File: src/rtl/clk_div_ctrl.sv
// Programmable clock-enable controller: divisor config via valid/ready, start/stop FSM,
// one-cycle tick enable, square-wave clk_out, continuous or N-tick burst operation.
module clk_div_ctrl #(
    parameter int unsigned CNT_W   = 25,
    parameter int unsigned DEF_DIV = 16666667,
    parameter int unsigned BURST_W = 8
) (
    input  logic               clk_100MHz,
    input  logic               rst,
    input  logic [CNT_W-1:0]   cfg_div,
    input  logic               cfg_oneshot,
    input  logic [BURST_W-1:0] cfg_count,
    input  logic               cfg_valid,
    output logic               cfg_ready,
    input  logic               start,
    input  logic               stop,
    output logic               tick,
    output logic               clk_out,
    output logic               busy,
    output logic               done
);

    localparam int unsigned BL_W = BURST_W + 1;

    typedef enum logic [1:0] {
        StIdle,
        StRun,
        StDone
    } state_e;

    state_e             r_state;
    state_e             w_state_next;

    logic [CNT_W-1:0]   r_div;
    logic               r_oneshot;
    logic [BURST_W-1:0] r_count;
    logic [CNT_W-1:0]   r_cnt;
    logic [BL_W-1:0]    r_burst_left;
    logic               r_tick;
    logic               r_clk_out;
    logic               r_done;
    logic               r_busy;
    logic               r_cfg_ready;

    logic               w_xfer;
    logic [CNT_W-1:0]   w_div_sat;
    logic [BURST_W-1:0] w_count_sel;
    logic [BL_W-1:0]    w_burst_load;
    logic               w_wrap;
    logic [CNT_W-1:0]   w_cnt_next;
    logic [BL_W-1:0]    w_burst_next;
    logic               w_tick_next;
    logic               w_clk_out_next;
    logic               w_done_next;

    // cfg_ready mirrors state == StIdle, so a transfer can only land while idle
    assign w_xfer    = cfg_valid && r_cfg_ready;
    assign w_div_sat = (cfg_div < CNT_W'(2)) ? CNT_W'(2) : cfg_div;

    // A config landing on the start edge must govern the burst length of this run
    assign w_count_sel  = w_xfer ? cfg_count : r_count;
    assign w_burst_load = (w_count_sel == '0) ? {1'b1, {BURST_W{1'b0}}} : {1'b0, w_count_sel};

    assign w_wrap = (r_cnt == (r_div - CNT_W'(1)));

    always_comb begin
        w_state_next   = r_state;
        w_cnt_next     = r_cnt;
        w_burst_next   = r_burst_left;
        w_tick_next    = 1'b0;
        w_clk_out_next = r_clk_out;
        w_done_next    = 1'b0;
        unique case (r_state)
            StIdle: begin
                if (start) begin
                    w_state_next = StRun;
                    w_cnt_next   = '0;
                    w_burst_next = w_burst_load;
                end
            end
            StRun: begin
                if (stop) begin
                    // Abort wins over a coincident wrap: no tick on this edge
                    w_state_next   = StIdle;
                    w_cnt_next     = '0;
                    w_clk_out_next = 1'b0;
                end else if (w_wrap) begin
                    w_cnt_next     = '0;
                    w_tick_next    = 1'b1;
                    w_clk_out_next = ~r_clk_out;
                    if (r_oneshot) begin
                        w_burst_next = r_burst_left - BL_W'(1);
                        if (r_burst_left == BL_W'(1)) begin
                            w_state_next = StDone;
                        end
                    end
                end else begin
                    w_cnt_next = r_cnt + CNT_W'(1);
                end
            end
            StDone: begin
                w_state_next   = StIdle;
                w_done_next    = 1'b1;
                w_clk_out_next = 1'b0;
            end
            default: begin
                w_state_next = StIdle;
            end
        endcase
    end

    always_ff @(posedge clk_100MHz or posedge rst) begin
        if (rst) begin
            r_state      <= StIdle;
            r_cnt        <= '0;
            r_burst_left <= '0;
            r_tick       <= 1'b0;
            r_clk_out    <= 1'b0;
            r_done       <= 1'b0;
            r_busy       <= 1'b0;
            r_cfg_ready  <= 1'b1;
        end else begin
            r_state      <= w_state_next;
            r_cnt        <= w_cnt_next;
            r_burst_left <= w_burst_next;
            r_tick       <= w_tick_next;
            r_clk_out    <= w_clk_out_next;
            r_done       <= w_done_next;
            r_cfg_ready  <= (w_state_next == StIdle);
            // Held through the done pulse so busy drops only after done
            r_busy       <= (w_state_next != StIdle) || (r_state == StDone);
        end
    end

    always_ff @(posedge clk_100MHz or posedge rst) begin
        if (rst) begin
            r_div     <= CNT_W'(DEF_DIV);
            r_oneshot <= 1'b0;
            r_count   <= '0;
        end else if (w_xfer) begin
            r_div     <= w_div_sat;
            r_oneshot <= cfg_oneshot;
            r_count   <= cfg_count;
        end
    end

    assign cfg_ready = r_cfg_ready;
    assign tick      = r_tick;
    assign clk_out   = r_clk_out;
    assign busy      = r_busy;
    assign done      = r_done;

endmodule

File: config.mk
export PLATFORM = sky130hd
export DESIGN_NAME = clk_div_ctrl
export DESIGN_NICKNAME = d
export VERILOG_FILES = /design/src/rtl/clk_div_ctrl.sv
export SDC_FILE = /design/constraint.sdc
export NUM_CORES = 1
export LEC_CHECK = 0
export BUFFER_PORTS_ARGS = -buffer_cell sky130_fd_sc_hd__buf_2
export CELL_PAD_IN_SITES_DETAIL_PLACEMENT = 1
export CELL_PAD_IN_SITES_GLOBAL_PLACEMENT = 2
export CORE_MARGIN = 4
export CORE_UTILIZATION = 41
export CTS_CLUSTER_DIAMETER = 30
export DETAILED_ROUTE_END_ITERATION = 10
export GPL_TIMING_DRIVEN = 0
export PLACE_DENSITY = 0.84
export SLEW_MARGIN = 20
export SYNTH_ARGS = -nofsm -noshare
export SYNTH_HDL_FRONTEND = slang
export SYNTH_SLANG_ARGS = --single-unit
export TNS_END_PERCENT = 100
File: constraint.sdc
create_clock -name clk_100MHz -period 8.15 [get_ports clk_100MHz]
set_input_delay 0 -clock clk_100MHz [delete_from_list [all_inputs] [get_ports clk_100MHz]]
set_output_delay 0 -clock clk_100MHz [all_outputs]
set_load 0.005 [all_outputs]
==> results of run 1 <==
==> cell families after synthesis <==
kind of cell	after synthesis	synth area share, %
compound gates	106	16.2
buf+inv	36	3.72
flops	75	42.3
xor+xnor	30	5.87
mux	35	8.69
fa+ha+maj	4	1.12
simple gates	175	22.1
==> synthesized netlist by cell type, types with 4 or more instances <==
master and n:
a22o_1 4, nor3_1 19, xor2_1 8, o31ai_1 8
buf_2 4, dfstp_2 14, mux2_2 31, dfrtp_1 61
nor3b_1 4, nor2b_1 4, clkbuf_1 9, and3_1 9
o21ai_1 5, or3_1 7, nand2b_1 11, nand4_1 7
a21oi_1 25, a31oi_1 24, or4_1 4, nor4_1 13
xnor2_1 22, ha_1 4, o21ai_0 12, nor2_1 34
mux2i_1 4, nand3_1 13, nand2_1 24, inv_1 16
==> through the flow <==
stage	setup WS [ps]	power, W	utilization, %	cells	hold slack, ps
CTS	4050	0.00115	51.9	693	105
global placement	4190	0.000844	46.5	640	219
global route	3830	0.00121	51.9	693	160
detailed placement	4080	0.000861	46.8	641	41.6
floorplan	4660	0.000756	-	461	135
finish	4020	0.00114	51.9	693	130
==> power by group through the flow <==
stage	registers, W	logic (W)	clock network [W]
after floorplan	0.000509	0.000247	0
after global placement	0.000534	0.000311	0
after detailed placement	0.000537	0.000323	0
after CTS	0.000532	0.000339	0.000275
after global routing	0.000545	0.000378	0.000291
final	0.000533	0.000340	0.000265
==> metal layers <==
| metal | up-vias | share of wire [%] | track usage, % |
|---|---|---|---|
| met2 | 85 | 46 | 34.8 |
| met3 | 12 | 3.5 | 3.02 |
| met1 | 1985 | 50 | 31.8 |
| met4 | 0 | 1.3 | 6.57 |
| li1 | 1906 | - | - |
| met5 | - | 0 | 0 |
==> critical path: cells and delay by family (launching register included) <==
| kind | cells | cell delay (ps) |
|---|---|---|
| simple gates | 4 | 2140 |
| compound gates | 4 | 870 |
| flops | 1 | 470 |
| buf+inv | 2 | 520 |
==> worst max-delay path by stage <==
| stage | startpoint | endpoint | cells past startpoint |
|---|---|---|---|
| global route | r_div[7] | r_cnt[8] | 10 |
| floorplan | r_div[3] | r_cnt[0] | 12 |
| CTS | r_div[7] | r_cnt[8] | 10 |
| global placement | r_div[7] | r_cnt[5] | 10 |
| detailed placement | r_div[7] | r_cnt[8] | 10 |
| finish | r_div[7] | r_cnt[8] | 10 |
==> final cells by class <==
class	count	area, um2	share of cell area [%]
plain buffers	19	103	1.89
clock buffers	15	166	3.07
clock inverters	1	7.51	0.138
inverters	17	66.3	1.22
multi-input cells	350	2420	44.5
flip-flops and latches	75	1890	34.9
well taps	136	170	3.14
repair buffers	80	603	11.1
==> flip-flops by register name, indices dropped and copies added, names as in the netlist <==
signal,flops
r_div,25
r_count,8
r_cnt,25
cfg_ready,1
r_state,2
r_burst_left,9
busy,1
tick,1
r_oneshot,1
clk_out,1
done,1
==> flow_summary.yaml, run 1 <==
outcome:
  status: "completed"
power_and_ir_drop:
  power.density_cell_area_nw_per_um2: 210
  leakage_power_nw: 2.20
  seq_power_share_pct: 46.8
  comb_power_share_pct: 29.9
  power.clock.fraction_pct: 23.3
  p_int_w: 0.000739
  switching_share_pct: 35.1
  max-vdd-ir-drop_uv: 104
  switching_power_w: 0.000400
placed_design:
  instance_area_after_placement_um2: 4890
  io_buffer_count: 43
  dp.final_hpwl_um: 9570
  global_placer_s_final_weighted_congestion: 0.808
floorplanning:
  placementRows: 37
  floorplan.initialDensity_pct: 42.8
  io_pins: 44
  fp.dieArea_um2: 12700
  die_extent_in_y_um: 113
  die_span_x_um: 113
  core_area_um2: 10500
critical_path:
  critical-path-max-stage-delay_ps: 630
  worst_reg_to_reg_cells: 10
  startpoint_type: "register"
  critical_path_most_common_cell: "a31oi_1"
  r2r_start: "r_div[7]"
  crit_path_max_fanout: 10
  crit_arrival_ps: 4350
  timing.critical_path.cells: "or4_4 > or4_1 > nor4_1 > or4bb_1 > a31oi_1 > a31oi_2 > buf_4 > buf_2 > a21oi_1 > a31oi_1"
  setup.worst_path.class: "register to register"
  timing.reg2reg.setup_slack_ps: 4020
  worstPathRequired_ps: 8370
  crit_path_top_delay_cell: "or4_1"
  rr_endpoint: "r_cnt[8]"
  critical_path.endpoint_type: "register"
yosys:
  synthesis.area_um2: 4480
  ys_types: 65
  ys_warn_count: 0
  yosysTopAreaCell: "dfrtp_1"
  synth-edff-count: 0
  synth_sequential_area_ratio_pct: 42.3
  main_area_contributors_after_synthesis: "dfrtp_1, dfstp_2, mux2_2"
  synth_async_sr_flop_share_pct: 100
  syn_avg_cell_area_um2: 9.71
  syn_nets: 504
  synth_top_flop_cell: "dfrtp_1"
  synth.ff_latch_count: 75
  post_synth_inst_count: 461
  synth_largest_type_area_fraction_pct: 34.1
timing:
  max_freq_ghz: 0.242
  fin_worst_skew_ps: 9.47
  setup_total_negative_slack_ps: 0
  worst_slew_pin_slew_ps: 1070
  max-slew-margin-rel_pct: 28.5
  setup_viol: 0
  grt_setup_unrepaired: "no"
  final_min_period_over_clock_period_pct: 50.7
  maxSlewViolCount: 0
  timing.final.hold_violations: 0
  period_minus_slack_ps: 4130
clocking:
  post-cts-setup-buffers: 0
  clock_latency_on_the_worst_skew_pair_ps: 370
  post_cts.resized_instances: 0
  cts-htree-levels: 3
  cts_made_buffers: 9
  cts.sink_count: 75
  max-clock-path-buffers: 2
  postCtsHoldBufs: 36
  clockRootBuffer: "clkbuf_8"
  clkSlewWorstSetupHoldPaths_ps: 80
  cts_tree: "done"
hold_path:
  timing.hold.worst_endpoint: "r_burst_left[0]"
  whs_path_depth: 4
  type_of_the_tightest_min_delay_check: "input port to register"
  hold_start: "start"
global_routing:
  grt_first_pass_wirelength_um: 22200
  grt_pass1_vias: 4169
  grt_antenna_before_repair: 0
  grt_start_max_net_pins: 47
  grt_usage_pct: 22.1
  grt_remaining_overflow: 0
drt:
  drc_errors: 0
  vias: 3988
  dr.first_iter.drc_count: 202
  route.detailed.wl_per_inst_um: 19.5
  routed_wl_um: 13500
  vias_per_cell: 5.75
  drt_first_pass_iters: 4
  drtAntennaViolNets: 0
cells_and_area:
  layout.filler_cells: 1206
  design.final.nets: 595
  final_cell_mix: "dfrtp_1, buf_2, dlygate4sd3_1"
  share_of_post_route_cells_with_drive_strength_above_1_pct: 22.4
  final_design_area_no_fill_um2: 5430
  final_common_cell: "dfrtp_1"
  n_antenna_cell: 0
  synthToLayoutAreaGrowth_pct: 21.2
job:
  maxCapViolations: 0
Note: power is estimated with default switching activity, not from simulation.
==> inputs of run 2 (changes only) <==
ABC_AREA = 1   (was unset)
CORE_UTILIZATION = 31   (was 41)
PLACE_DENSITY = 0.75   (was 0.84)
clock period = 3.65 ns   (was 8.15 ns; I/O delays follow)
==> run 2 against run 1 <==
Sequential power rose by 110%. Total power grew to 2.7 times the previous value. Design area increased by 21%. Critical endpoint is now r_cnt[9]. Largest cell class unchanged. Highest routed layer unchanged.
==> flow_summary.yaml, run 2 <==
yosys:
  syn_nets: 803
  synth_top_flop_cell: "dfrtp_1"
  ys_types: 41
  yosysTopAreaCell: "dfrtp_1"
  syn_avg_cell_area_um2: 7.09
  yosysMostFrequentCell: "nand2_1"
  synthesis.area_um2: 5390
  synth.cells.most_frequent: "nand2_1, inv_1, nor2_1, dfrtp_1, nand3_1"
  synth_largest_type_area_fraction_pct: 28.3
  synth_async_sr_flop_share_pct: 100
  post_synth_inst_count: 760
  synth-edff-count: 0
  synth_sequential_area_ratio_pct: 35.1
  ys_warn_count: 0
  synth.ff_latch_count: 75
  main_area_contributors_after_synthesis: "dfrtp_1, nand2_1, dfstp_2"
critical_path:
  timing.reg2reg.setup_slack_ps: 810
  crit_path_max_fanout: 10
  critical_path.endpoint_type: "register"
  worstSetupPathDepth: 15
  r2r_start: "r_div[0]"
  crit_path_end: "r_cnt[9]"
  startpoint_type: "register"
  rr_endpoint: "r_cnt[9]"
  setup.worst_path.class: "register to register"
  critical-path-max-stage-delay_ps: 570
  worstPathRequired_ps: 3870
  critical-path-top-delay-family: "simple AND/OR/NAND/NOR gates"
  critical_path.startpoint: "r_div[0]"
  timing.critical_path.cells: "inv_1 > ha_1 > nand2_1 > inv_1 > nor2_1 > nand2_1 > nor2_1 > nand2_1 > nor3b_1 > nand3_1 > nor2_1 > nand3_2 > nand3_4 > buf_12 > o21ai_2"
  crit_arrival_ps: 3060
  crit_path_top_delay_cell: "dfstp_2"
  worst-path-buf-inv: 3
  worst_reg_to_reg_cells: 15
timing:
  setup_viol: 0
  worst_slew_pin_slew_ps: 539
  setup_total_negative_slack_ps: 0
  holdWs_ps: 14.6
  period_minus_slack_ps: 2840
  fin_worst_skew_ps: 10.9
  grt_setup_unrepaired: "no"
  max_freq_ghz: 0.352
  maxSlewViolCount: 0
  final_min_period_over_clock_period_pct: 77.7
  max-slew-margin-rel_pct: 64.1
  timing.final.hold_violations: 0
placed_design:
  global_placer_s_final_weighted_congestion: 0.842
  dp.final_hpwl_um: 13700
  instance_area_after_placement_um2: 5910
  io_buffer_count: 43
global_routing:
  grt_antenna_before_repair: 0
  grt_first_pass_wirelength_um: 28100
  grt_start_max_net_pins: 55
  met2_usage_pct: 30.9
  gr-max-usage-layer: "met2"
  grt_remaining_overflow: 0
  grt_usage_pct: 18.1
  grt_pass1_vias: 5247
  groute.layer.met1.usage_pct: 24.4
  grtUsageMet3_pct: 1.85
drt:
  vias: 5061
  route.detailed.wl_per_inst_um: 16.2
  vias_per_cell: 4.73
  drtAntennaViolNets: 0
  routed_wl_um: 17400
  drt_first_pass_iters: 4
  drc_errors: 0
  dr.first_iter.drc_count: 167
floorplanning:
  die_extent_in_y_um: 140
  floorplan.initialDensity_pct: 32.1
  core_area_um2: 16800
  fp.dieArea_um2: 19600
  placementRows: 47
  die_span_x_um: 140
  io_pins: 44
power_and_ir_drop:
  leakage_power_nw: 3.15
  power.density_cell_area_nw_per_um2: 475
  max-vdd-ir-drop_uv: 245
cells_and_area:
  top_regs: "r_cnt x25, r_div x25, r_burst_left x9"
  n_antenna_cell: 0
  share_of_post_route_cells_with_drive_strength_above_1_pct: 18.7
  final_design_area_no_fill_um2: 6570
  design.final.nets: 888
  synthToLayoutAreaGrowth_pct: 21.9
  final_core_utilization_pct: 39.1
  final_common_cell: "nand2_1"
  final_cell_mix: "nand2_1, inv_1, nor2_1"
clocking:
  cts_tree: "done"
  cts.sink_count: 75
  clockRootBuffer: "clkbuf_16"
  cts-htree-levels: 3
  max-clock-path-buffers: 2
  clkSlewWorstSetupHoldPaths_ps: 60
  post_cts.resized_instances: 0
  cts_made_buffers: 9
  clock_latency_on_the_worst_skew_pair_ps: 340
hold_path:
  type_of_the_tightest_min_delay_check: "input port to register"
outcome:
  status: "completed"
job:
  maxCapViolations: 0
[run 2: cell types whose count changed in the layout (fill, tap and decap cells not counted), sizes merged, moves of 9 or more]
cell	before	now
a21oi	25	2
mux2	31	0
inv	16	101
xor2	8	36
nand4	7	19
and3	9	0
o21ai	17	60
a31oi	25	4
nand3	13	44
nand2b	11	0
nand2	24	238
nor2	34	97
[run 2: report_power, final]
part / total [W] / internal (W) / switching [W] / leakage, nW
combinational: 0.000936 / 0.000337 / 0.000599 / 2.04
clock: 0.00107 / 0.000723 / 0.000352 / 0.179
sequential: 0.00111 / 0.000978 / 0.000136 / 0.938
total: 0.00312 / 0.00204 / 0.00109 / 3.15
[run 2: logic make-up after synthesis]
kind of cell	after synthesis	share of synthesized area (%)
and+or+nand+nor	432	37.3
buffers and inverters	126	9.70
DFF	75	35.1
AOI/OAI and AO/OA	70	8.24
xor gates and xnor gates	50	8.12
adders and majority gates	4	0.928
muxes	3	0.557
[run 2: what timing repair did]
action / 4_1_cts / 5_1_grt
hold buffers: 30 / 0
endpoints found under the hold margin: 82 / 0
setup buffers: 0 / 0
[run 2: worst min path at each step]
stage / startpoint / endpoint / slack, ps / depth (start not counted)
after floorplan: cfg_div[23] / r_div[23] / 90 / 2
after global placement: cfg_oneshot / r_oneshot / 220 / 3
after detailed placement: rst / r_cnt[10] / -2 / 2
after CTS: cfg_div[13] / r_div[13] / 4 / 3
after global routing: cfg_div[13] / r_div[13] / 30 / 3
final: stop / r_state[0] / 10 / 4
[run 2: cell type report]
cell class | instances | area, um2
Timing Repair Buffer | 74 | 543
Clock buffer | 12 | 267
Buffer | 21 | 128
Fill cell | 2166 | 10200
Tap cell | 220 | 275
Inverter | 105 | 398
Sequential cell | 75 | 1890
Clock inverter | 4 | 95.1
Multi-Input combinational cell | 559 | 2970
[run 2: metrics by stage]
| step | cells | worst slack [ps] | total power [W] |
|---|---|---|---|
| after floorplan | 760 | 1470 | 0.00177 |
| after global placement | 1023 | 656 | 0.00200 |
| after detailed placement | 1024 | 824 | 0.00204 |
| after CTS | 1070 | 789 | 0.00316 |
| after global routing | 1070 | 592 | 0.00334 |
| final | 1070 | 813 | 0.00312 |
[run 2: per-layer routing]
| metal | vias to the layer above | share of wire [%] |
|---|---|---|
| met2 | 43 | 49 |
| met4 | 0 | 1.3 |
| li1 | 2550 | - |
| met5 | - | 0 |
| met1 | 2453 | 48 |
| met3 | 15 | 1.5 |
[run 2: tightest hold or removal path, delay by kind of cell]
family | cells | cell delay (ps)
AND/OR/NAND/NOR | 3 | 220
buffers and inverters | 1 | 100
==> inputs of run 3 (changes only) <==
ABC_AREA = 0   (was 1)
CORE_UTILIZATION = 34   (was 31)
clock period = 2.4 ns   (was 3.65 ns; I/O delays follow)
==> run 3 against run 2 <==
The flow now finishes with violations (setup timing). Critical endpoint is now r_burst_left[5]. Die area fell by 23%. Global-route usage rose by 1.7 points. Total power rose by 48%. Register-to-register slack got worse by 1800 ps. Maximum frequency fell by 15%. Critical path depth fell by 5. Worst setup slack got worse by 1800 ps. Via count fell by 18%. Core utilization rose by 9.1 points. Clock skew fell by 2.3 ps. Worst hold slack improved by 170 ps.
==> flow_summary.yaml, run 3 (synthesized netlist as in run 1, its figures left out) <==
clocking:
  cts-htree-levels: 3
  clkSlewWorstSetupHoldPaths_ps: 60
  clockRootBuffer: "clkbuf_16"
  cts_tree: "done"
  max-clock-path-buffers: 2
  clock_latency_on_the_worst_skew_pair_ps: 340
  cts.sink_count: 75
  cts_made_buffers: 9
floorplanning:
  core_area_um2: 12800
  io_pins: 44
  die_span_x_um: 123
  floorplan.initialDensity_pct: 35.1
  die_extent_in_y_um: 123
  placementRows: 41
  fp.dieArea_um2: 15100
cells_and_area:
  final_cell_mix: "dfrtp_1, buf_2, dlygate4sd3_1"
  share_of_post_route_cells_with_drive_strength_above_1_pct: 33.5
  final_design_area_no_fill_um2: 6160
  top_regs: "r_cnt x25, r_div x25, r_burst_left x9"
  design.final.nets: 620
  stdcell_count: 754
  final_common_cell: "dfrtp_1"
  synthToLayoutAreaGrowth_pct: 37.5
  n_antenna_cell: 0
timing:
  max_freq_ghz: 0.300
  setup_total_negative_slack_ps: -31700
  timing.final.hold_violations: 0
  maxSlewViolCount: 0
  final_min_period_over_clock_period_pct: 139
  grt_setup_unrepaired: "yes"
  worst_slew_pin_slew_ps: 910
  fin_worst_skew_ps: 8.53
  setup_viol: 38
  max-slew-margin-rel_pct: 38.9
  period_minus_slack_ps: 3340
  layout_setup_ws_ps: -937
placed_design:
  global_placer_s_final_weighted_congestion: 0.796
  io_buffer_count: 43
  dp.final_hpwl_um: 9640
  instance_area_after_placement_um2: 4990
  placement.setup.worst_slack_ps: -1410
  placed_cells_incl_taps: 677
drt:
  drt_first_pass_iters: 4
  dr.first_iter.drc_count: 165
  vias_per_cell: 5.48
  routed_wl_um: 14200
  route.detailed.wl_per_inst_um: 18.9
  vias: 4133
  drtAntennaViolNets: 0
  drc_errors: 0
global_routing:
  grt_pass1_vias: 4345
  grt_start_max_net_pins: 54
  grt_remaining_overflow: 0
  grt_antenna_before_repair: 0
  grt_usage_pct: 19.8
  grt_first_pass_wirelength_um: 23100
critical_path:
  startpoint_type: "register"
  crit_path_max_fanout: 5
  worstPathRequired_ps: 2640
  setup.worst_path.class: "register to register"
  crit_arrival_ps: 3570
  critical_path.endpoint_type: "register"
power_and_ir_drop:
  post_route_total_power_w: 0.00464
  max-vdd-ir-drop_uv: 425
  leakage_power_nw: 2.48
  power.density_cell_area_nw_per_um2: 754
outcome:
  violated_checks: "setup timing"
  status: "finished with violations"
hold_path:
  type_of_the_tightest_min_delay_check: "input port to async pin"
job:
  maxCapViolations: 0
run 3: metrics by stage:
step | utilization (%) | hold WS (ps)
6_report | 48.2 | 186
3_3_place_gp | 38.8 | 221
4_1_cts | 47.2 | 186
3_5_place_dp | 39.1 | -6.47
5_1_grt | 48.2 | 205
2_1_floorplan | - | 135
run 3: where the power goes:
group	total [W]	switching (W)	internal [W]
Sequential	0.00180	0.000251	0.00155
Combinational	0.00136	0.000703	0.000658
Clock	0.00148	0.000569	0.000913
Total	0.00464	0.00152	0.00312
run 3: worst paths after layout:
kind | endpoint | slack (ps) | cells after the start | start
max | r_burst_left[5] | -940 | 10 | r_div[5]
min | r_count[5] | 190 | 3 | rst
max reg2reg | r_burst_left[5] | -940 | 10 | r_div[5]
min reg2reg | r_count[4] | 520 | 1 | r_count[4]
max in group asynchronous | r_div[12] | 1570 | 4 | rst
min in group clk_100MHz | r_state[0] | 210 | 3 | start
run 3: timing repair:
item | 4_1_cts | 5_1_grt
setup buffers | 24 | 5
hold buffers | 36 | 0
hold endpoints to repair | 90 | 0
cloned | 2 | 3
pin swaps | 22 | 26
gates resized for setup | 53 | 20
endpoints found under the setup margin | 38 | 38
run 3: final cells by class:
cell class                      instances  area [um2]
Buffer                                 15         119
Clock buffer                           10         229
Clock inverter                          6        90.1
Fill cell                            1444        6620
Inverter                               17        66.3
Multi-Input combinational cell        350        2630
Sequential cell                        75        1900
Tap cell                              172         215
Timing Repair Buffer                  109         910
run 3: layer usage:
layer / global-route usage, % / vias up / part of all wire, %
met3: 2.63 / 13 / 3.4
met5: 0 / - / 0
met1: 27.6 / 2098 / 48
met4: 5.95 / 0 / 1.1
li1: - / 1958 / -
met2: 32.1 / 64 / 48
run 3: worst max-delay path, stage by stage (launching register included):
cell	delay, ps
dfstp_2	370
or4_4	540
buf_6	140
or4_4	450
or3_1	350
o31a_1	380
nor2_1	230
a41oi_4	160
or2_4	290
buf_6	140
o22a_1	190
